### config.mk
export PLATFORM = sky130hd
export DESIGN_NAME = vram_boot_fill
export DESIGN_NICKNAME = d
export VERILOG_FILES = /design/src/rtl/vram_boot_pkg.sv /design/src/rtl/vram_boot_fill.sv
export SDC_FILE = /design/constraint.sdc
export NUM_CORES = 1
export LEC_CHECK = 0
export ABC_AREA = 1
export BUFFER_PORTS_ARGS = -buffer_cell sky130_fd_sc_hd__buf_2
export CAP_MARGIN = 15
export CORE_MARGIN = 4
export CORE_UTILIZATION = 54
export DETAILED_ROUTE_END_ITERATION = 8
export PLACE_DENSITY = 0.76
export SYNTH_ARGS = -nofsm -noshare
export SYNTH_HDL_FRONTEND = slang
export SYNTH_SLANG_ARGS = --single-unit
### constraint.sdc
create_clock -name MEMORY_CLK -period 1.7 [get_ports MEMORY_CLK]
set_input_delay 0.34 -clock MEMORY_CLK [delete_from_list [all_inputs] [get_ports MEMORY_CLK]]
set_output_delay 0.34 -clock MEMORY_CLK [all_outputs]
set_load 0.02 [all_outputs]
### src/rtl/vram_boot_pkg.sv
// Shared types and constants for the VRAM boot/clear fill engine.
package vram_boot_pkg;

  localparam int unsigned VRAM_AW = 10;
  localparam int unsigned VRAM_DW = 8;

  localparam logic [VRAM_DW-1:0] FILL_CHAR_DEF = 8'h20;

  typedef logic [1:0] state_t;

  localparam state_t ST_FILL  = 2'd0;
  localparam state_t ST_FLUSH = 2'd1;
  localparam state_t ST_IDLE  = 2'd2;

  // One VRAM port-A write: address plus data byte.
  typedef struct packed {
    logic [VRAM_AW-1:0] ada;
    logic [VRAM_DW-1:0] din;
  } vram_wr_t;

  // Font test screen: glyph code equals the low address byte.
  function automatic logic [VRAM_DW-1:0] pattern_byte(input logic [VRAM_AW-1:0] ada);
    return ada[VRAM_DW-1:0];
  endfunction

endpackage

### src/rtl/vram_boot_fill.sv
// Owns VRAM write port A: sweeps a fill byte over all cells after reset or clear_req,
// parks CPU writes arriving meanwhile in a one-entry buffer, then passes CPU writes through.
// Optional macro VRAM_BOOT_PATTERN_EN: fill byte is the low address byte instead of FILL_CHAR.
module vram_boot_fill
  import vram_boot_pkg::*;
#(
  parameter int unsigned          DEPTH     = 1024,
  parameter logic [VRAM_DW-1:0]   FILL_CHAR = FILL_CHAR_DEF
) (
  input  logic               MEMORY_CLK,
  input  logic               rst,
  input  logic               clear_req,
  input  logic               cpu_v_cea,
  input  logic [VRAM_AW-1:0] cpu_v_ada,
  input  logic [VRAM_DW-1:0] cpu_v_din,
  output logic               v_cea,
  output logic [VRAM_AW-1:0] v_ada,
  output logic [VRAM_DW-1:0] v_din,
  output logic               busy,
  output logic               done,
  output logic               drop_err
);

  localparam int unsigned    CW       = (DEPTH > 1) ? $clog2(DEPTH) : 1;
  localparam logic [CW-1:0]  LAST_IDX = CW'(DEPTH - 1);

  state_t              state_q, state_d;
  logic [CW-1:0]       cnt_q, cnt_d;
  vram_wr_t            buf_q, buf_d;
  logic                buf_vld_q, buf_vld_d;
  logic                fill_end_q, fill_end_d;
  logic                drop_err_d;

  logic                v_cea_d;
  logic [VRAM_AW-1:0]  v_ada_d;
  logic [VRAM_DW-1:0]  v_din_d;
  logic                busy_d;

  logic [VRAM_AW-1:0]  fill_addr;
  logic [VRAM_DW-1:0]  fill_byte;
  logic                capture_en;
  vram_wr_t            cpu_wr;

  // Next-state and next-output decode.
  always_comb begin
    state_d    = state_q;
    cnt_d      = cnt_q;
    buf_d      = buf_q;
    buf_vld_d  = buf_vld_q;
    fill_end_d = 1'b0;
    drop_err_d = drop_err;
    v_cea_d    = 1'b0;
    v_ada_d    = '0;
    v_din_d    = '0;
    busy_d     = 1'b1;
    capture_en = 1'b0;

    cpu_wr.ada = cpu_v_ada;
    cpu_wr.din = cpu_v_din;

    fill_addr  = VRAM_AW'(cnt_q);
`ifdef VRAM_BOOT_PATTERN_EN
    fill_byte  = pattern_byte(fill_addr);
`else
    fill_byte  = FILL_CHAR;
`endif

    case (state_q)
      ST_FILL: begin
        v_cea_d    = 1'b1;
        v_ada_d    = fill_addr;
        v_din_d    = fill_byte;
        capture_en = 1'b1;
        if (cnt_q == LAST_IDX) begin
          fill_end_d = 1'b1;
          // A write captured on this very edge must still be replayed.
          state_d    = (buf_vld_q || cpu_v_cea) ? ST_FLUSH : ST_IDLE;
        end else begin
          cnt_d = cnt_q + CW'(1);
        end
      end

      ST_FLUSH: begin
        v_cea_d    = 1'b1;
        v_ada_d    = buf_q.ada;
        v_din_d    = buf_q.din;
        buf_vld_d  = 1'b0;
        capture_en = 1'b1;
        state_d    = ST_IDLE;
      end

      ST_IDLE: begin
        if (clear_req) begin
          state_d    = ST_FILL;
          cnt_d      = '0;
          capture_en = 1'b1;
        end else begin
          busy_d  = 1'b0;
          v_cea_d = cpu_v_cea;
          v_ada_d = cpu_v_ada;
          v_din_d = cpu_v_din;
        end
      end

      default: begin
        state_d = ST_FILL;
        cnt_d   = '0;
      end
    endcase

    // Buffer is sampled before this edge's flush, so a write during FLUSH is lost.
    if (capture_en && cpu_v_cea) begin
      if (buf_vld_q) begin
        drop_err_d = 1'b1;
      end else begin
        buf_d     = cpu_wr;
        buf_vld_d = 1'b1;
      end
    end
  end

  // State and registered outputs.
  always_ff @(posedge MEMORY_CLK) begin
    if (rst) begin
      state_q    <= ST_FILL;
      cnt_q      <= '0;
      buf_q      <= '0;
      buf_vld_q  <= 1'b0;
      fill_end_q <= 1'b0;
      drop_err   <= 1'b0;
      v_cea      <= 1'b0;
      v_ada      <= '0;
      v_din      <= '0;
      busy       <= 1'b1;
      done       <= 1'b0;
    end else begin
      state_q    <= state_d;
      cnt_q      <= cnt_d;
      buf_q      <= buf_d;
      buf_vld_q  <= buf_vld_d;
      fill_end_q <= fill_end_d;
      drop_err   <= drop_err_d;
      v_cea      <= v_cea_d;
      v_ada      <= v_ada_d;
      v_din      <= v_din_d;
      busy       <= busy_d;
      done       <= fill_end_q;
    end
  end

endmodule

# Word level (Yosys, flattened, before mapping)
# Index checks and enable logic that the tools add are counted.
classes:
  eq_ne: 6
  n_addsub: 1
  reduce_logical: 10
  n_bitwise: 4
  mux: 19
ops:
  columns: ["op", "count"]
  rows:
  - ["case mux 10 bit (3 select lines)", 2]
  - ["two-way mux 10 bit", 3]
  - ["case mux 8 bit (3 select lines)", 1]
  - ["adder 10 x 1 -> 10 bit, second input constant", 1]
  - ["equality test 10 bit, second input constant", 1]
  - ["two-way mux 8 bit", 1]
  - ["two-way mux 1 bit", 6]
  - ["two-way mux 2 bit", 3]
  - ["inequality test 2 bit, second input constant", 3]
  - ["case mux 2 bit (3 select lines)", 1]
  - ["AND reduction 2 bit", 3]
  - ["OR reduction 2 bit", 3]
  - ["inverter 1 bit", 4]
  - ["case mux 1 bit (2 select lines)", 2]
  - ["AND reduction 3 bit", 1]
  - ["equality test 2 x 1 -> 1 bit, second input constant", 1]
  - ["equality test 2 bit, second input constant", 1]
  - ["logical NOT 2 bit", 1]
  - ["logical AND 1 bit", 1]
  - ["logical OR 1 bit", 1]
totals:
  out_inout_bits: 22
  reg_bits: 54

# Depth between registers and ports, before layout
# Gate-level depths: netlist (run 1).
logic_depth:
  depth_word: 5
  mapped_depth: 10

# Least setup slack after synthesis (run 1)
# Ideal clock, no wire load.
synth_timing:
  path_type: "reg2reg"
  start: "reg cnt_q[0]"
  end: "reg cnt_q[1]"
  required_ps: 1586
  t_arrival_ps: 1141
  setup_time_ps: 114
  stages_incl_launch_ff: 9
  slack_ps: 445
  path_cell_list: "dfxtp_1 -> ha_1 -> nand2_2 -> nor2_8 -> nand3_4 -> nand2_4 -> nand2_1 -> nand2_1 -> nor2_1"
synth_between:
  elab_chain_cells: 3
  word_cells_on_any_way: 6
  cone_classes: "add/sub (1); eq/ne (2); mux (2); reduce/logical (1)"
synth_lines:
  columns: ["item", "line_no", "text"]
  rows:
  - ["start: declaration", "vram_boot_fill.sv:28", "logic [CW-1:0] cnt_q, cnt_d;"]
  - ["start signal: assignment", "vram_boot_fill.sv:138", "cnt_q <= cnt_d;"]
  - ["adder 10 x 1 -> 10 bit or equality test 10 bit (tied branches)", "vram_boot_fill.sv:79, vram_boot_fill.sv:74", null]
  - ["two-way mux 10 bit or inequality test 2 bit (tied branches)", null, null]
  - ["case mux 10 bit (3 select lines) or AND reduction 3 bit (tied branches)", null, null]
# Several ways; a longest one is shown, not always the timed one. The select of a mux whose other input is x is not followed.
# A chain may end at the register's enable or synchronous reset.

# Worst setup path in the final report (run 1)
layout_timing:
  start: "reg state_q[1]"
  end: "reg cnt_q[7]"
layout_between:
  elab_chain_cells: 3
  word_cells_on_any_way: 8
  cone_classes: "eq/ne (4); mux (1); bitwise (1); reduce/logical (2)"
layout_lines:
  columns: ["item", "line_no", "text"]
  rows:
  - ["start: declaration", "vram_boot_fill.sv:27", "state_t state_q, state_d;"]
  - ["start signal: assignment", "vram_boot_fill.sv:137", "state_q <= state_d;"]
  - ["equality test 2 bit, or another cell as far along", "vram_boot_fill.sv:68", "case (state_q)"]
  - ["inequality test 2 bit (no source line) or inverter 1 bit (tied branches)", null, null]
  - ["AND reduction 3 bit (no source line)", null, null]
# Several ways; a longest one is shown, not always the timed one.

==> flow_summary.json, run 1 <==
{
  "outcome": "finished clean",
  "whs_ns": 0.265,
  "syn_area_mm2": 0.00228,
  "start_util_pct": 56.2,
  "drcViolationCount": 0,
  "finalMaxSlewViolations": 0,
  "areaGrowthSynthToFinish_pct": 13.0,
  "syn_nets": 320,
  "grt_most_used_layer": "met2",
  "grt_pass1_wl_um": 8300,
  "cts_buffers": 5,
  "postCtsSetupRepairBufs": 0,
  "cts-root-buf": "clkbuf_8",
  "critPathKind": "flop to flop",
  "cp_data_required_time_ns": 1.91,
  "power_mw": 2.23,
  "drive_gt1_share_pct": 21.7,
  "io_pins": 44,
  "gr-total-overflow": 0,
  "cp_max_fo": 11,
  "chipHeight_um": 73.0,
  "wl_um": 4960,
  "globalRouteTotalUtil_pct": 19.9,
  "hold_class": "input port to flop",
  "hpwl_um": 3450,
  "postCtsHoldBufs": 0,
  "path_clk_slew_ns": 0.10,
  "rows": 23,
  "peakVddDrop_v": 0.000358,
  "endpoint_kind": "flop",
  "core-area_mm2": 0.00406,
  "fp.dieW_um": 73.0,
  "synthCells": 297,
  "p_leak_nw": 1.17,
  "relSlewSlack_pct": 70.2,
  "synth_seq_area_share_pct": 47.4,
  "p_per_area_mw_per_mm2": 864,
  "fin_skew_ns": 0.00438,
  "ctsResizeCount": 1,
  "mostFrequentLayoutCell": "nor2_1",
  "yosys-top-cells-area": "dfxtp_1 (47%), nor2_1 (11%), nand2_1 (7.6%)",
  "finalInstanceArea_mm2": 0.00258,
  "use_met1_pct": 25.5,
  "vias": 2023,
  "yosysTopAreaCell": "dfxtp_1",
  "drt_iter0_drc": 148,
  "grt_pass1_vias": 1880,
  "worst_pin_slew_ns": 0.446,
  "gp_congestion": 0.902,
  "use_met3_pct": 3.86,
  "min_period_ns": 1.50,
  "setup_violations": 0,
  "dr.pass1.iters": 4,
  "numPlacedInstances": 380,
  "met2_usage_pct": 32.0,
  "ys_types": 30,
  "hold_viol_final": 0,
  "worst_slack_ns": 0.205,
  "synth-seq-cells": 54,
  "dieArea_mm2": 0.00533,
  "grt_max_degree": 28,
  "h-tree-depth": 2,
  "drv_cap": 0,
  "reg2reg_slack_ns": 0.20,
  "syn_avg_cell_area_um2": 7.68,
  "cp-start-kind": "flop",
  "yosysWarnings": 0,
  "clk_path_buf_depth": 2,
  "placed_area_mm2": 0.00249,
  "wl_per_cell_um": 12.8,
  "vias_per_cell": 5.23,
  "dp_slack_ns": -0.155,
  "critical_path_arrival_ns": 1.71,
  "min_period_over_period_pct": 88.0,
  "antenna_cells": 0,
  "final-instance-count-excl-fill": 387,
  "tritoncts": "done",
  "portBuffers": 43,
  "nets": 360,
  "rsz0062_at_grt": "false",
  "synthDominantCellAreaShare_pct": 47.4,
  "clk_latency_ns": 0.31,
  "antenna_found_initial": 0,
  "clock_sinks": 54,
  "fmaxAchievable_mhz": 669,
  "ant_nets": 0,
  "final_cell_mix": "nor2_1 (65), dfxtp_1 (54), nand2_1 (46)"
}
[critical path: stages, from the launching register on]
cell,delay (ns)
dfxtp_1,0.35
buf_4,0.17
inv_2,0.05
nand2_2,0.17
nor2_4,0.20
nand3_4,0.14
nand2_4,0.14
nand2_1,0.06
nand2_1,0.05
nor2_1,0.04
[metal layers]
metal / part of all wire (%) / vias up
li1: - / 1037
met1: 46 / 926
met2: 47 / 50
met3: 5.3 / 10
met4: 2.0 / 0
met5: 0 / -
[metrics by stage]
| stage | TNS [ns] | util, % |
|---|---|---|
| floorplan | 0 | - |
| detailed placement | -2.10 | 61.4 |
| finish | 0 | 63.6 |
| global route | 0 | 63.6 |
| CTS | 0 | 63.6 |
| global placement | -1.79 | 61.4 |
[registers in the layout, indices dropped and copies added (netlist names), 2 cells and up]
register / flops
state_q: 2
buf_q: 18
v_din: 8
v_ada: 10
cnt_q: 10
[kinds of logic after synthesis]
| family | after synthesis | synth area share, % |
|---|---|---|
| flops | 54 | 47.4 |
| fa+ha+maj | 1 | 0.548 |
| simple gates | 142 | 28.5 |
| buf+inv | 38 | 8.83 |
| compound gates | 62 | 14.7 |
[synthesized netlist by cell type, drive strengths merged]
library cell and instances:
nor2 70, a211oi 2, nand3 17, ha 1, o21ai 29, a21oi 22
nand4 2, nand3b 1, a31oi 1, clkinv 1, dfxtp 54, nand2 50
inv 24, or2 2, clkbuf 3, a22oi 8, buf 10
[report_power, final]
| part | internal, mW | total [mW] | switching [mW] |
|---|---|---|---|
| Combinational | 0.0659 | 0.176 | 0.110 |
| Sequential | 1.32 | 1.35 | 0.0298 |
| Clock | 0.282 | 0.706 | 0.423 |
| Total | 1.66 | 2.23 | 0.563 |
[cell type report]
| cell class | instances | area (um2) |
|---|---|---|
| clock buffers | 5 | 68.8 |
| clock inverters | 2 | 15.0 |
| fillers | 365 | 1480 |
| inverters | 25 | 109 |
| multi-input cells | 205 | 1000 |
| flip-flops and latches | 54 | 1080 |
| well taps | 50 | 62.6 |
| repair buffers | 46 | 238 |
[worst paths after layout]
path / endpoint / depth (start not counted) / from
setup / recovery: cnt_q[7]$_SDFFE_PP0P_ / 9 / state_q[1]$_SDFFE_PP0P_
setup reg to reg: cnt_q[7]$_SDFFE_PP0P_ / 9 / state_q[1]$_SDFFE_PP0P_
hold reg to reg: done$_SDFF_PP0_ / 2 / fill_end_q$_SDFF_PP0_
hold / removal: buf_q[0]$_SDFFE_PP0P_ / 3 / cpu_v_din[0]
Note: power is estimated with default switching activity, not from simulation.
==> run 2: changes to the inputs <==
Settings changed: CTS_CLUSTER_SIZE set to 30, PLACE_DENSITY 0.76 to 0.86.
==> run 2 against run 1 <==
  * Hold slack got worse by 0.0043 ns
  * Largest power group unchanged
  * Sequential cell count did not move
  * Sequential share of layout area fell by 0.42 points
  * First-iteration DRC count rose by 37%
  * Final cell count rose by 0.26%
  * Clock power rose by 21%
  * Via count rose by 1.1%
  * Clock-buffer cell count rose by 1
==> flow_summary.json, run 2 (synthesized netlist as in run 1, its figures left out) <==
{
  "peakVddDrop_v": 0.000365,
  "largest_reg_flops": 18,
  "drive_gt1_share_pct": 21.6,
  "hpwl_um": 3490,
  "p_clk_share_pct": 35.9,
  "relSlewSlack_pct": 68.6,
  "h-tree-depth": 2,
  "combPwrFrac_pct": 7.4,
  "min_period_over_period_pct": 91.2,
  "gr-total-overflow": 0,
  "power_mw": 2.38,
  "wl_um": 5060,
  "worst_pin_slew_ns": 0.469,
  "hp-start": "cpu_v_ada[4]",
  "tritoncts": "done",
  "mostFrequentLayoutCell": "nor2_1",
  "io_pins": 44,
  "start_util_pct": 56.2,
  "reg2reg_slack_ns": 0.15,
  "grt_pass1_vias": 1882,
  "reg2reg_from": "state_q[1]$_SDFFE_PP0P_",
  "cp_max_fo": 22,
  "cp_data_required_time_ns": 1.91,
  "reg_top3": "buf_q (18), cnt_q (10), v_ada (10)",
  "hold_viol_final": 0,
  "r2r-end": "buf_q[3]$_SDFFE_PP0P_",
  "power.internal_mw": 1.82,
  "grt_pass1_wl_um": 8340,
  "endpoint_kind": "flop",
  "cp-start-kind": "flop",
  "postCtsSetupRepairBufs": 0,
  "cts-root-buf": "clkbuf_8",
  "switching_power_uw": 555,
  "chipHeight_um": 73.0,
  "min_period_ns": 1.55,
  "vias_per_cell": 5.27,
  "gp_congestion": 0.790,
  "r2r_cells": 6,
  "p_seq_share_pct": 56.6,
  "p_per_area_mw_per_mm2": 913,
  "rsz0062_at_grt": "false",
  "postCtsHoldBufs": 0,
  "finalInstanceArea_mm2": 0.00261,
  "path_clk_slew_ns": 0.10,
  "vias": 2045,
  "top_register": "buf_q",
  "fmaxAchievable_mhz": 645,
  "globalRouteTotalUtil_pct": 20.2,
  "clk_path_buf_depth": 2,
  "finalMaxSlewViolations": 0,
  "ctsResizeCount": 1,
  "postLayoutCoreUtil_pct": 64.2,
  "drv_cap": 0,
  "clock_sinks": 54,
  "antenna_found_initial": 0,
  "portBuffers": 43,
  "dieArea_mm2": 0.00533,
  "setup_violations": 0,
  "grt_max_degree": 28,
  "hold_class": "input port to flop",
  "areaGrowthSynthToFinish_pct": 14.1,
  "critical_path_arrival_ns": 1.76,
  "switching_share_pct": 23.4,
  "nets": 360,
  "drt_iter0_drc": 203,
  "rows": 23,
  "core-area_mm2": 0.00406,
  "placed_area_mm2": 0.00249,
  "fp.dieW_um": 73.0,
  "antenna_cells": 0,
  "ant_nets": 0,
  "outcome": "finished clean",
  "cts_buffers": 5,
  "final_cell_mix": "nor2_1 (65), dfxtp_1 (54), nand2_1 (46)",
  "p_leak_nw": 1.18,
  "min_path_cells": 3,
  "drcViolationCount": 0,
  "clk_latency_ns": 0.31,
  "fin_skew_ns": 0.0106,
  "dr.pass1.iters": 4,
  "critPathKind": "flop to flop",
  "wl_per_cell_um": 13.0,
  "fillers": 339,
  "holdPathEnd": "buf_q[12]$_SDFFE_PP0P_"
}
-- run 2: through the flow --
stage                     std cells  setup WS [ns]  hold WS (ns)  TNS (ns)
after global routing            388         0.0175         0.269         0
final                           388          0.149         0.260         0
after floorplan                 297          0.445         0.388         0
after global placement          380         -0.108         0.397     -1.47
after CTS                       388          0.174         0.259         0
after detailed placement        380         -0.202         0.400     -2.76
-- run 2: worst max-delay path by stage --
stage	slack, ns	cells past startpoint	endpoint	from
2_1_floorplan	0.45	8	cnt_q[1]$_SDFFE_PP0P_	cnt_q[0]$_SDFFE_PP0P_
3_3_place_gp	-0.11	8	buf_q[7]$_SDFFE_PP0P_	clear_req
3_5_place_dp	-0.20	8	buf_q[3]$_SDFFE_PP0P_	clear_req
4_1_cts	0.17	6	buf_q[3]$_SDFFE_PP0P_	state_q[1]$_SDFFE_PP0P_
5_1_grt	0.02	6	buf_q[2]$_SDFFE_PP0P_	state_q[1]$_SDFFE_PP0P_
6_report	0.15	6	buf_q[3]$_SDFFE_PP0P_	state_q[1]$_SDFFE_PP0P_
-- run 2: routing by layer --
metal | vias to the layer above | track usage, % | share of wire [%]
met1 | 931 | 24.0 | 41
met3 | 10 | 5.79 | 7.5
met4 | 0 | 9.63 | 2.2
li1 | 1038 | - | -
met2 | 66 | 33.3 | 49
met5 | - | 0 | 0
-- run 2: layout make-up --
| type | instances | area (um2) | share of cell area (%) |
|---|---|---|---|
| sequential | 54 | 1080 | 41.5 |
| multi-input combinational | 205 | 1000 | 38.6 |
| timing repair buffer | 46 | 238 | 9.13 |
| inverter | 25 | 109 | 4.18 |
| clock buffer | 6 | 72.6 | 2.79 |
| tap | 50 | 62.6 | 2.40 |
| clock inverter | 2 | 37.5 | 1.44 |
-- run 2: critical path, cell delays in order (launching register included) --
cell and delay [ns]:
dfxtp_1 0.35, nand2_1 0.10, nand3_1 0.12, nor2_4 0.39
inv_2 0.24, nor2_1 0.17, nor2_1 0.06
-- run 2: power by group through the flow --
stage,Combinational (mW),Sequential (mW),Clock (mW)
floorplan,0.110,1.38,0
global placement,0.167,1.37,0
detailed placement,0.175,1.37,0
CTS,0.177,1.34,0.867
global route,0.201,1.35,0.916
finish,0.177,1.35,0.854
